==> src/rtl/vga_pkg.sv <==
// Shared framebuffer definitions for the display fetch path, the draw writer
// and the framebuffer access arbiter.
//   FB_ADDR_W   : word-address width of the 320x240 framebuffer
//   FB_DATA_W   : pixel word width
//   WAIT_W      : width of the writer starvation counter
//   STALL_W     : width of the display stall statistic
//   arb_state_t : arbiter FSM state (NORMAL / FORCE_WR)
package vga_pkg;

    localparam int FB_ADDR_W = 17;
    localparam int FB_DATA_W = 8;
    localparam int WAIT_W    = 8;
    localparam int STALL_W   = 16;

    typedef enum logic {
        NORMAL   = 1'b0,
        FORCE_WR = 1'b1
    } arb_state_t;

endpackage

==> src/rtl/fb_rd_valid_pipe.sv <==
// Tracks display reads in flight to the framebuffer RAM.
//   i_clk      : system clock
//   i_n_reset  : asynchronous active-low reset; drops every read in flight
//   i_rd_issue : a read command is on the registered RAM command port
//   o_cap_en   : RAM read data for the oldest read is on i_mem_rdata now
//   o_rvalid   : registered strobe, one cycle after o_cap_en
module fb_rd_valid_pipe #(
    parameter int RD_LATENCY = 1
) (
    input  logic i_clk,
    input  logic i_n_reset,
    input  logic i_rd_issue,
    output logic o_cap_en,
    output logic o_rvalid
);

    logic [RD_LATENCY-1:0] stage;

    // NOTE: every clocked assignment is non-blocking so the shift below reads
    // the pre-edge value of each stage regardless of statement order.
    always_ff @(posedge i_clk or negedge i_n_reset) begin
        if (!i_n_reset) begin
            stage    <= '0;
            o_rvalid <= 1'b0;
        end else begin
            stage[0] <= i_rd_issue;
            for (int i = 1; i < RD_LATENCY; i++) begin
                stage[i] <= stage[i-1];
            end
            o_rvalid <= stage[RD_LATENCY-1];
        end
    end

    assign o_cap_en = stage[RD_LATENCY-1];

endmodule

==> src/rtl/fb_access_arbiter.sv <==
// Arbitrates one single-port framebuffer RAM between the display fetch path
// (reads) and the draw writer (writes). Display wins in the visible region,
// the writer wins in blanking, and a starvation counter forces one writer
// grant after MAX_WAIT consecutive denied writer cycles.
//   i_clk, i_n_reset        : clock, asynchronous active-low reset
//   i_drawing               : visible-region flag from the VGA timing core
//   i_disp_req/addr         : display read request, held until o_disp_gnt
//   o_disp_gnt              : combinational display grant
//   o_disp_rvalid/rdata     : registered read return
//   i_wr_req/addr/data      : writer request, held until o_wr_gnt
//   o_wr_gnt                : combinational writer grant
//   o_mem_en/we/addr/wdata  : registered RAM command
//   i_mem_rdata             : RAM read data (RD_LATENCY after the command)
//   i_stall_clr             : synchronous clear of o_stall_cnt
//   o_stall_cnt             : saturating count of visible-region display stalls
module fb_access_arbiter
    import vga_pkg::*;
#(
    parameter int ADDR_W     = FB_ADDR_W,
    parameter int DATA_W     = FB_DATA_W,
    parameter int MAX_WAIT   = 15,
    parameter int RD_LATENCY = 1
) (
    input  logic               i_clk,
    input  logic               i_n_reset,
    input  logic               i_drawing,
    input  logic               i_disp_req,
    input  logic [ADDR_W-1:0]  i_disp_addr,
    output logic               o_disp_gnt,
    output logic               o_disp_rvalid,
    output logic [DATA_W-1:0]  o_disp_rdata,
    input  logic               i_wr_req,
    input  logic [ADDR_W-1:0]  i_wr_addr,
    input  logic [DATA_W-1:0]  i_wr_data,
    output logic               o_wr_gnt,
    output logic               o_mem_en,
    output logic               o_mem_we,
    output logic [ADDR_W-1:0]  o_mem_addr,
    output logic [DATA_W-1:0]  o_mem_wdata,
    input  logic [DATA_W-1:0]  i_mem_rdata,
    input  logic               i_stall_clr,
    output logic [STALL_W-1:0] o_stall_cnt
);

    localparam logic [WAIT_W-1:0] MAX_WAIT_C = WAIT_W'(MAX_WAIT);

    arb_state_t        state, state_next;
    logic [WAIT_W-1:0] wait_cnt, wait_next;
    logic              disp_stall;
    logic              rd_cap_en;

    // Grant decision. Grants are gated by reset so nothing is accepted
    // while the command register is held clear.
    // NOTE: both grants get a default before any branch, so no path through
    // the block leaves them unassigned and no latch is inferred.
    always_comb begin
        o_disp_gnt = 1'b0;
        o_wr_gnt   = 1'b0;
        if (!i_n_reset) begin
            o_disp_gnt = 1'b0;
            o_wr_gnt   = 1'b0;
        end else if (state == FORCE_WR && i_wr_req) begin
            o_wr_gnt   = 1'b1;
        end else if (i_drawing) begin
            o_disp_gnt = i_disp_req;
            o_wr_gnt   = i_wr_req && !i_disp_req;
        end else begin
            o_wr_gnt   = i_wr_req;
            o_disp_gnt = i_disp_req && !i_wr_req;
        end
    end

    // Starvation tracking. The FSM enters FORCE_WR in the same cycle that
    // wait_cnt is about to reach MAX_WAIT, so the forced grant lands on the
    // cycle immediately after the MAX_WAIT-th denial.
    always_comb begin
        state_next = state;
        wait_next  = wait_cnt;

        if (o_wr_gnt || !i_wr_req) begin
            wait_next = '0;
        end else if (wait_cnt < MAX_WAIT_C) begin
            wait_next = wait_cnt + WAIT_W'(1);
        end

        unique case (state)
            NORMAL: begin
                if (i_wr_req && !o_wr_gnt && wait_cnt >= MAX_WAIT_C - WAIT_W'(1)) begin
                    state_next = FORCE_WR;
                end
            end
            FORCE_WR: begin
                if (o_wr_gnt || !i_wr_req) begin
                    state_next = NORMAL;
                end
            end
            default: state_next = NORMAL;
        endcase
    end

    always_ff @(posedge i_clk or negedge i_n_reset) begin
        if (!i_n_reset) begin
            state    <= NORMAL;
            wait_cnt <= '0;
        end else begin
            state    <= state_next;
            wait_cnt <= wait_next;
        end
    end

    // Registered RAM command. Address and write data hold when idle so the
    // RAM port does not toggle needlessly.
    always_ff @(posedge i_clk or negedge i_n_reset) begin
        if (!i_n_reset) begin
            o_mem_en    <= 1'b0;
            o_mem_we    <= 1'b0;
            o_mem_addr  <= '0;
            o_mem_wdata <= '0;
        end else begin
            o_mem_en <= o_disp_gnt || o_wr_gnt;
            o_mem_we <= o_wr_gnt;
            if (o_wr_gnt) begin
                o_mem_addr  <= i_wr_addr;
                o_mem_wdata <= i_wr_data;
            end else if (o_disp_gnt) begin
                o_mem_addr  <= i_disp_addr;
            end
        end
    end

    // Read return: the pipe starts from the registered read command, so the
    // strobe appears RD_LATENCY + 2 cycles after the grant.
    fb_rd_valid_pipe #(
        .RD_LATENCY (RD_LATENCY)
    ) u_rd_valid_pipe (
        .i_clk      (i_clk),
        .i_n_reset  (i_n_reset),
        .i_rd_issue (o_mem_en && !o_mem_we),
        .o_cap_en   (rd_cap_en),
        .o_rvalid   (o_disp_rvalid)
    );

    always_ff @(posedge i_clk or negedge i_n_reset) begin
        if (!i_n_reset) begin
            o_disp_rdata <= '0;
        end else if (rd_cap_en) begin
            o_disp_rdata <= i_mem_rdata;
        end
    end

    // Display stall statistic; a clear takes precedence over a count.
    assign disp_stall = i_drawing && i_disp_req && !o_disp_gnt;

    always_ff @(posedge i_clk or negedge i_n_reset) begin
        if (!i_n_reset) begin
            o_stall_cnt <= '0;
        end else if (i_stall_clr) begin
            o_stall_cnt <= '0;
        end else if (disp_stall && o_stall_cnt != '1) begin
            o_stall_cnt <= o_stall_cnt + STALL_W'(1);
        end
    end

endmodule

==> config.mk <==
export PLATFORM = sky130hd
export DESIGN_NAME = fb_access_arbiter
export DESIGN_NICKNAME = d
export VERILOG_FILES = /design/src/rtl/vga_pkg.sv /design/src/rtl/fb_rd_valid_pipe.sv /design/src/rtl/fb_access_arbiter.sv
export SDC_FILE = /design/constraint.sdc
export NUM_CORES = 1
export LEC_CHECK = 0
export CELL_PAD_IN_SITES_DETAIL_PLACEMENT = 2
export CELL_PAD_IN_SITES_GLOBAL_PLACEMENT = 2
export CORE_MARGIN = 8
export CORE_UTILIZATION = 24
export DETAILED_ROUTE_END_ITERATION = 8
export PLACE_DENSITY = 0.77
export REMOVE_ABC_BUFFERS = 1
export SYNTH_ARGS = -nofsm -noshare
export SYNTH_HDL_FRONTEND = slang
export SYNTH_SLANG_ARGS = --single-unit
==> constraint.sdc <==
create_clock -name i_clk -period 1.7 [get_ports i_clk]
set_clock_uncertainty 0.05 [all_clocks]
set_input_delay 0.255 -clock i_clk [delete_from_list [all_inputs] [get_ports i_clk]]
set_output_delay 0.255 -clock i_clk [all_outputs]
set_load 0.01 [all_outputs]
## Word level (Yosys, flattened, before mapping)

Index checks and enable logic that the tools add are counted.

| storage, ports and cells | value |
|---|---|
| word-level logic and storage cells | 50 |
| memory bits (writable) | 0 |
| memories kept | 0 |
| bits in latches | 0 |
| bits in read-only memories | 0 |
| register bits | 62 |

| cells by class | value |
|---|---|
| $add $sub $neg | 2 |
| shift-type cells | 0 |
| $lt $le $gt $ge | 2 |
| reductions and logical operators | 19 |
| $mul | 0 |
| bitwise logic cells | 1 |
| divide/modulo/power cells | 0 |
| mux-type cells | 15 |
| eq/ne operators | 1 |

Operators with widths:

| cell | count |
|---|---|
| two-way mux 17 bit | 2 |
| two-way mux 16 bit | 2 |
| adder 16 x 1 -> 16 bit, second input constant | 1 |
| two-way mux 8 bit | 2 |
| != test 16 bit, second input constant | 1 |
| logical AND 1 bit | 9 |
| adder 8 x 1 -> 8 bit, second input constant | 1 |
| >= comparator 8 x 4 -> 1 bit, second input constant | 1 |
| < comparator 8 x 4 -> 1 bit, second input constant | 1 |
| two-way mux 1 bit | 8 |
| nonzero test 2 bit | 3 |
| zero test 1 bit | 5 |
| logical OR 1 bit | 2 |
| one-hot mux 1 bit (2 select lines) | 1 |
| inverter 1 bit | 1 |

## Logic depth before layout (Yosys ltp)

Gate-level depths: netlist (run 1).

| depth | value |
|---|---|
| word-level depth | 10 |
| depth in mapped cells | 6 |
| mapped depth without buffers | 5 |

## Hierarchy

A second synthesis (run 1) with hierarchy kept.

| unflattened totals | value |
|---|---|
| cells, all modules | 254 |
| area total of the unflattened synthesis | 2,866.5 um2 |

By module, submodules not included:

| module | cells an instance | area each (um2) | times used |
|---|---|---|---|
| fb_access_arbiter | 252 | 2,816.5 | 1 |
| fb_rd_valid_pipe | 2 | 50.0 | 1 |

## Worst setup path after synthesis (run 1)

No wires, ideal clock.

| path | value |
|---|---|
| path type | reg2reg |
| from | reg o_stall_cnt[0] |
| to | reg o_stall_cnt[6] |
| arrival | 1.698 ns |
| path buffers | 1 |
| stages on the path, launching flop included | 7 |
| clock period less this slack | 1.873 ns |
| path slack | -0.173 ns |
| path through | dfrtp_1 -> ha_1 -> nand3_1 -> nor4_4 -> buf_6 -> nor3_2 -> mux2_4 |

| between the ends | value |
|---|---|
| longest elaborated chain between the ends | 3 |
| elaborated cells on any way between the ends | 6 |
| those cells by class | 1 x add/sub; 1 x eq/ne; 2 x mux; 2 x reduce/logical |

RTL lines:

| what | RTL line | RTL |
|---|---|---|
| start: declaration | fb_access_arbiter.sv:42 | `output logic [STALL_W-1:0] o_stall_cnt` |
| start signal: assignment | fb_access_arbiter.sv:160 | `o_stall_cnt <= o_stall_cnt + STALL_W'(1);` |
| adder 16 x 1 -> 16 bit or != test 16 bit (tied branches) | fb_access_arbiter.sv:160, fb_access_arbiter.sv:159 |  |
| two-way mux 16 bit or logical AND 1 bit (tied branches) | fb_access_arbiter.sv:159 | `end else if (disp_stall && o_stall_cnt != '1) begin` |
| two-way mux 16 bit or nonzero test 2 bit (tied branches) | -- |  |

Parallel ways exist; a longest one is shown, timed or not. The select of a mux whose other input is x is not followed.
A chain may end at the register's enable or synchronous reset.

## Final worst setup path (run 1)

Same ends and word-level chain as after synthesis.

==> impl_metrics.env, run 1 <==
export IMPL_die_width_um=125
export IMPL_cp_arrival_ps=2010
export IMPL_cts_buffers_inserted=9
export IMPL_core_um2=11800
export IMPL_cts_tree="done"
export IMPL_crit_path_max_fanout=5
export IMPL_viasPerCell=4.76
export IMPL_r2r_start="o_stall_cnt[0]$_DFFE_PN0P_"
export IMPL_period_needed_ps=1840
export IMPL_power_frac_comb_pct=19.2
export IMPL_start_kind="flip-flop"
export IMPL_syn_area_um2=2870
export IMPL_cp_endpoint="o_stall_cnt[6]$_DFFE_PN0P_"
export IMPL_p_sw_share_pct=24.7
export IMPL_path_clk_slew_ps=60
export IMPL_finalInstanceArea_um2=5080
export IMPL_cap_violations=0
export IMPL_relSlewSlack_pct=60.0
export IMPL_worstSetupPathType="flip-flop to flip-flop"
export IMPL_p_sw_uw=1140
export IMPL_gp_congestion=0.764
export IMPL_final_critical_path_setup_slack_ps=-140
export IMPL_finalHoldViolations=0
export IMPL_ff2ff_path_depth=7
export IMPL_met1_length_mm=4.12
export IMPL_antenna_found_initial=0
export IMPL_routed_wl_met2_mm=5.99
export IMPL_top_layer_used="met4"
export IMPL_finalCritPeriodShare_pct=108
export IMPL_total_leakage_power_uw=0.00228
export IMPL_startpoint="o_stall_cnt[0]$_DFFE_PN0P_"
export IMPL_start_util_pct=24.3
export IMPL_hold_class="input pin to async pin"
export IMPL_max_freq_mhz=543
export IMPL_ant_nets=0
export IMPL_drive_above_1_share_pct=31.7
export IMPL_powerDensity_nw_per_um2=910
export IMPL_ys_ff_latch=62
export IMPL_grt_first_pass_wirelength_mm=17.4
export IMPL_cts_root_buf="clkbuf_16"
export IMPL_yosys_warnings=0
export IMPL_clock_latency_ps=340
export IMPL_required_ps=1870
export IMPL_synthCells=254
export IMPL_preCtsSetupSlack_ps=-552
export IMPL_grt_pass1_vias=3135
export IMPL_syn_avg_cell_area_um2=11.3
export IMPL_violations="setup timing"
export IMPL_ys_flop_type="dfrtp_1"
export IMPL_critPathCaptureType="flip-flop"
export IMPL_ios=110
export IMPL_placed_cells=547
export IMPL_power_uw=4620
export IMPL_tightest_slew_ps=600
export IMPL_vias=2729
export IMPL_p_clk_share_pct=43.5
export IMPL_timing_rr_end="o_stall_cnt[6]$_DFFE_PN0P_"
export IMPL_place_area_um2=4460
export IMPL_final_max_slew_viol_count=0
export IMPL_drtPass1Iterations=4
export IMPL_grtUsageTotal_pct=14.2
export IMPL_grt_max_degree=43
export IMPL_finalSetupViolCount=13
export IMPL_fp_dieH_um=125
export IMPL_wl_met3_um=777
export IMPL_cts_htree_levels=3
export IMPL_internal_power_uw=3480
export IMPL_finalNetCount=480
export IMPL_dieArea_um2=15700
export IMPL_utilization_pct=43.0
export IMPL_cts_buffer_depth=2
export IMPL_wl_per_cell_um=19.3
export IMPL_antenna_cells=0
export IMPL_grt_overflow_total=0
export IMPL_yosysSeqAreaShare_pct=54.1
export IMPL_placementRows=40
export IMPL_async_reset_ff_share_pct=100
export IMPL_rsz0062_at_grt="true"
export IMPL_drt_iter0_markers=124
export IMPL_seq_power_share_pct=37.3
export IMPL_max_vdd_ir_drop_mv=0.558
export IMPL_synth_edff_count=0
export IMPL_rrSetupSlack_ps=-140
export IMPL_route_detailed_drc=0
export IMPL_finalWirelength_mm=11.0
export IMPL_dp_hpwl_mm=7.85
export IMPL_final_cell_count_no_fill=573
export IMPL_synth_cell_types=40
export IMPL_io_buffers=109
export IMPL_status="complete, but fails checks"
export IMPL_clkSinkCount=62
export IMPL_area_growth_pct=77.3
==> logic make-up (layout without fill, tap and decap cells) <==
kind of cell / Yosys count / in the layout / share of synthesized area [%]
AOI/OAI and AO/OA: 46 / 46 / 9.12
xor gates and xnor gates: 3 / 3 / 0.917
adders and majority gates: 3 / 3 / 1.31
buffers and inverters: 16 / 188 / 2.75
DFF: 62 / 62 / 54.1
muxes: 38 / 38 / 14.3
and+or+nand+nor: 86 / 86 / 17.5
==> what timing repair did <==
| action | CTS | global route |
|---|---|---|
| gates cloned | 1 | 0 |
| pin swaps | 4 | 4 |
| gates resized for setup | 53 | 23 |
| buffers inserted | 6 | 3 |
| hold buffers | 1 | 0 |
| endpoints found under the setup margin | 49 | 47 |
| endpoints found under the hold margin | 2 | 0 |
==> registers in the layout (all words and copies together), names as in the netlist <==
name                      flops
o_mem_addr                   17
o_stall_cnt                  16
o_disp_rdata                  8
o_mem_wdata                   8
wait_cnt                      8
o_mem_en                      1
o_mem_we                      1
state                         1
u_rd_valid_pipe.o_cap_en      1
u_rd_valid_pipe.o_rvalid      1
==> cells in the final DEF, fill, tap and decap left out, drive strengths merged, types with 2 or more instances in the layout <==
cell | Yosys | layout
nor4b | 2 | 2
or3 | 2 | 2
nor3 | 2 | 2
mux2i | 17 | 17
dlygate4sd2 | 0 | 8
a21oi | 30 | 30
dfrtp | 62 | 62
nand2 | 10 | 10
ha | 3 | 3
xor2 | 2 | 2
clkdlybuf4s50 | 0 | 90
and4 | 2 | 2
o211ai | 2 | 2
nor4 | 4 | 4
or4 | 8 | 8
or2 | 3 | 3
o21ai | 3 | 3
clkinvlp | 0 | 2
clkbuf | 8 | 10
clkinv | 0 | 2
mux2 | 21 | 21
buf | 5 | 62
and3 | 6 | 6
nand3 | 6 | 6
nor2 | 27 | 27
dlymetal6s2s | 0 | 8
nor2b | 6 | 6
bufinv | 0 | 2
nand4 | 5 | 5
o31ai | 8 | 8
inv | 3 | 3
==> worst min path at each step <==
stage                          from                     endpoint  slack, ps  depth (start not counted)
after floorplan           i_n_reset  o_disp_rdata[0]$_DFFE_PN0P_        -90                          0
after global placement    i_n_reset   o_stall_cnt[0]$_DFFE_PN0P_        180                          2
after detailed placement  i_n_reset   o_stall_cnt[3]$_DFFE_PN0P_        190                          2
after CTS                 i_n_reset      wait_cnt[0]$_DFFE_PN0P_         40                          3
after global routing      i_n_reset      wait_cnt[4]$_DFFE_PN0P_         70                          3
final                     i_n_reset    o_mem_addr[1]$_DFFE_PN0P_         40                          3
==> final cells by class <==
| type | instances | area [um^2] |
|---|---|---|
| clock buffer | 10 | 239 |
| clock inverter | 6 | 85.1 |
| fill | 1205 | 6730 |
| inverter | 3 | 11.3 |
| multi-input combinational | 176 | 1390 |
| sequential | 62 | 1560 |
| tap | 147 | 184 |
| timing repair buffer | 169 | 1610 |
==> cells in the mapped netlist (5+ instances only) <==
master	number	area share (%)
a21oi_1	30	5.2
and3_1	6	1.3
clkbuf_1	8	1.0
dfrtp_1	62	54
mux2_2	20	7.9
mux2i_1	17	5.9
nand2_1	10	1.3
nand3_1	6	1.0
nor2_1	27	3.5
nor2b_1	6	1.3
o31ai_1	8	2.1
or4_2	5	1.5
==> routing by layer <==
metal,track usage [%],vias up
li1,-,1251
met1,14.5,1388
met2,25.9,76
met3,6.25,14
met4,3.65,0
met5,0,-
==> critical path, stage by stage, from the launching register on <==
cell and delay (ps):
dfrtp_1 390, ha_4 160, nand3_2 90, nor4_4 430, buf_6 190, buf_6 90, nor3_2 40, mux2_4 280
==> power groups by stage <==
stage          sequential, uW  combinational [uW]  clock [uW]
6_report                 1730                 886        2010
5_1_grt                  1750                 956        2120
4_1_cts                  1730                 898        2070
3_5_place_dp             1750                 880           0
3_3_place_gp             1740                 858           0
2_1_floorplan            1810                 212           0
==> stage by stage <==
stage          hold WS [ps]  setup TNS [ps]
2_1_floorplan         -90.6          -38820
3_3_place_gp            177          -17400
3_5_place_dp            195          -20250
4_1_cts                40.7            -806
5_1_grt                66.7           -2490
6_report               37.6           -1070
Note: power is estimated with default switching activity, not from simulation.
==> inputs of run 2 (changes only) <==
- CORE_MARGIN: 8 -> 5
==> run 2 against run 1 <==
Against the previous run:
- the flow still finishes with violations (setup timing)
- register-to-register slack got worse by 70 ps
- setup slack got worse by 74 ps
- critical endpoint is now o_stall_cnt[9]$_DFFE_PN0P_
- die area fell by 9.3%
- core utilization rose by 0.061 points
- flip-flop and latch count did not move
- combinational power fell by 2%
- critical path depth fell by 2
- largest cell class unchanged
- sequential share of layout area fell by 0.12 points
- critical path type unchanged
- sequential power barely moved
- non-clock buffer count rose by 5
- hold slack improved by 94 ps
==> impl_metrics.env, run 2 (same netlist as run 1, synthesis figures left out) <==
export IMPL_slowest_stage="dfrtp_1"
export IMPL_grt_overflow_total=0
export IMPL_final_common_cell="clkdlybuf4s50_1"
export IMPL_cap_violations=0
export IMPL_placementRows=40
export IMPL_start_kind="flip-flop"
export IMPL_grt_first_pass_wirelength_mm=17.4
export IMPL_final_max_slew_viol_count=0
export IMPL_finalSetupViolCount=16
export IMPL_max_freq_mhz=522
export IMPL_final_critical_path_setup_slack_ps=-215
export IMPL_ant_nets=0
export IMPL_status="complete, but fails checks"
export IMPL_drtPass1Iterations=4
export IMPL_finalWirelength_mm=11.3
export IMPL_rsz0062_at_grt="true"
export IMPL_finalNetCount=485
export IMPL_relSlewSlack_pct=61.8
export IMPL_grtUsageTotal_pct=15.7
export IMPL_path_clk_slew_ps=60
export IMPL_dp_hpwl_mm=7.36
export IMPL_drive_above_1_share_pct=33.4
export IMPL_clock_latency_ps=340
export IMPL_required_ps=1870
export IMPL_cp_arrival_ps=2080
export IMPL_startpoint="o_stall_cnt[0]$_DFFE_PN0P_"
export IMPL_holdWs_ps=131
export IMPL_cts_tree="done"
export IMPL_area_growth_pct=78.3
export IMPL_fp_dieH_um=119
export IMPL_total_leakage_power_uw=0.00226
export IMPL_worstSetupPathType="flip-flop to flip-flop"
export IMPL_regMostFlops="o_mem_addr"
export IMPL_drt_iter0_markers=80
export IMPL_grt_max_degree=44
export IMPL_cpPeakStageDelay_ps=440
export IMPL_antenna_cells=0
export IMPL_wl_per_cell_um=19.5
export IMPL_hold_class="input pin to async pin"
export IMPL_tightest_slew_ps=573
export IMPL_antenna_found_initial=1
export IMPL_cts_buffers_inserted=9
export IMPL_r2r_start="o_stall_cnt[0]$_DFFE_PN0P_"
export IMPL_violations="setup timing"
export IMPL_vias=2760
export IMPL_finalHoldViolations=0
export IMPL_start_util_pct=24.2
export IMPL_viasPerCell=4.78
export IMPL_utilization_pct=43.1
export IMPL_powerDensity_nw_per_um2=917
export IMPL_fill_cells=1236
export IMPL_critPathCaptureType="flip-flop"
export IMPL_cts_buffer_depth=2
export IMPL_cts_htree_levels=3
export IMPL_clkSinkCount=62
export IMPL_period_needed_ps=1910
export IMPL_cts_root_buf="clkbuf_16"
export IMPL_die_width_um=119
export IMPL_dieArea_um2=14200
export IMPL_grt_pass1_vias=3195
export IMPL_route_detailed_drc=0
export IMPL_layout_common_cells="clkdlybuf4s50_1 (94), dfrtp_1 (57), buf_4 (56), nor2_1 (27), a21oi_1 (22)"
export IMPL_finalCritPeriodShare_pct=113
export IMPL_crit_path_max_fanout=3
export IMPL_gp_congestion=0.748
export IMPL_max_vdd_ir_drop_mv=0.541
export IMPL_path_cells="and4_4 -> nand4_1 -> buf_4 -> nor4_4 -> mux2_2"
export IMPL_largest_reg_flops=17
export IMPL_ios=110
export IMPL_io_buffers=109
export IMPL_core_um2=11900
export IMPL_largestRegisters="o_mem_addr: 17 flops, o_stall_cnt: 16 flops"
-- run 2: cell types whose count changed in the layout (fill, tap and decap cells not counted), moves of 3 or more --
cell             before  now
or4_4                 2    5
buf_6                11    8
clkdlybuf4s50_1      90   94
o31ai_1               8    5
buf_4                45   56
-- run 2: final cells by class --
type | instances | area [um^2] | area share, %
Timing Repair Buffer | 174 | 1620 | 31.7
Sequential cell | 62 | 1560 | 30.5
Multi-Input combinational cell | 176 | 1400 | 27.4
Clock buffer | 13 | 270 | 5.29
Tap cell | 147 | 184 | 3.60
Clock inverter | 3 | 65.1 | 1.27
Inverter | 3 | 11.3 | 0.220
-- run 2: worst max-delay path: cells and delay by family (launching register included) --
family | cells | cell delay (ps)
and+or+nand+nor | 3 | 700
DFF | 1 | 440
buffers and inverters | 1 | 230
muxes | 1 | 370
-- run 2: final timing paths --
kind,endpoint,slack [ps],cells after the start
max,o_stall_cnt[9]$_DFFE_PN0P_,-210,5
min,state$_DFF_PN0_,130,3
max reg2reg,o_stall_cnt[9]$_DFFE_PN0P_,-210,5
min reg2reg,u_rd_valid_pipe.o_cap_en$_DFF_PN0_,380,1
max in group asynchronous,o_stall_cnt[5]$_DFFE_PN0P_,860,3
min in group i_clk,wait_cnt[7]$_DFFE_PN0P_,320,3
-- run 2: per-layer routing --
metal	GRT usage (%)	wire length, um	vias to the layer above
met5	0	13	-
met3	5.98	622	25
li1	-	-	1257
met2	29.6	6260	83
met4	4.56	286	2
met1	16.0	4120	1393
-- run 2: through the flow --
step / total power (uW) / area [um^2] / instances / TNS [ps] / worst slack [ps]
4_1_cts: 4770 / 4980 / 572 / -754 / -115
3_3_place_gp: 2590 / 4410 / 540 / -17670 / -440
3_5_place_dp: 2630 / 4410 / 540 / -19700 / -479
6_report: 4680 / 5110 / 578 / -2090 / -215
5_1_grt: 4910 / 5110 / 578 / -2990 / -261
2_1_floorplan: 2030 / 2800 / 241 / -38820 / -1400
-- run 2: power by group --
group / internal [uW] / total, uW / leakage (uW) / switching, uW
Clock: 1400 / 2080 / 0.000166 / 680
Combinational: 525 / 869 / 0.00133 / 344
Sequential: 1630 / 1730 / 0.000768 / 99.2
Total: 3560 / 4680 / 0.00226 / 1120
-- run 2: repair_timing --
| action | in CTS | in global routing |
|---|---|---|
| hold endpoints to repair | 19 | 0 |
| setup endpoints to repair | 51 | 32 |
| gates resized for setup | 44 | 28 |
| cloned | 0 | 1 |
| buffers inserted | 15 | 7 |
| pin swaps | 15 | 9 |
| hold buffers | 1 | 0 |
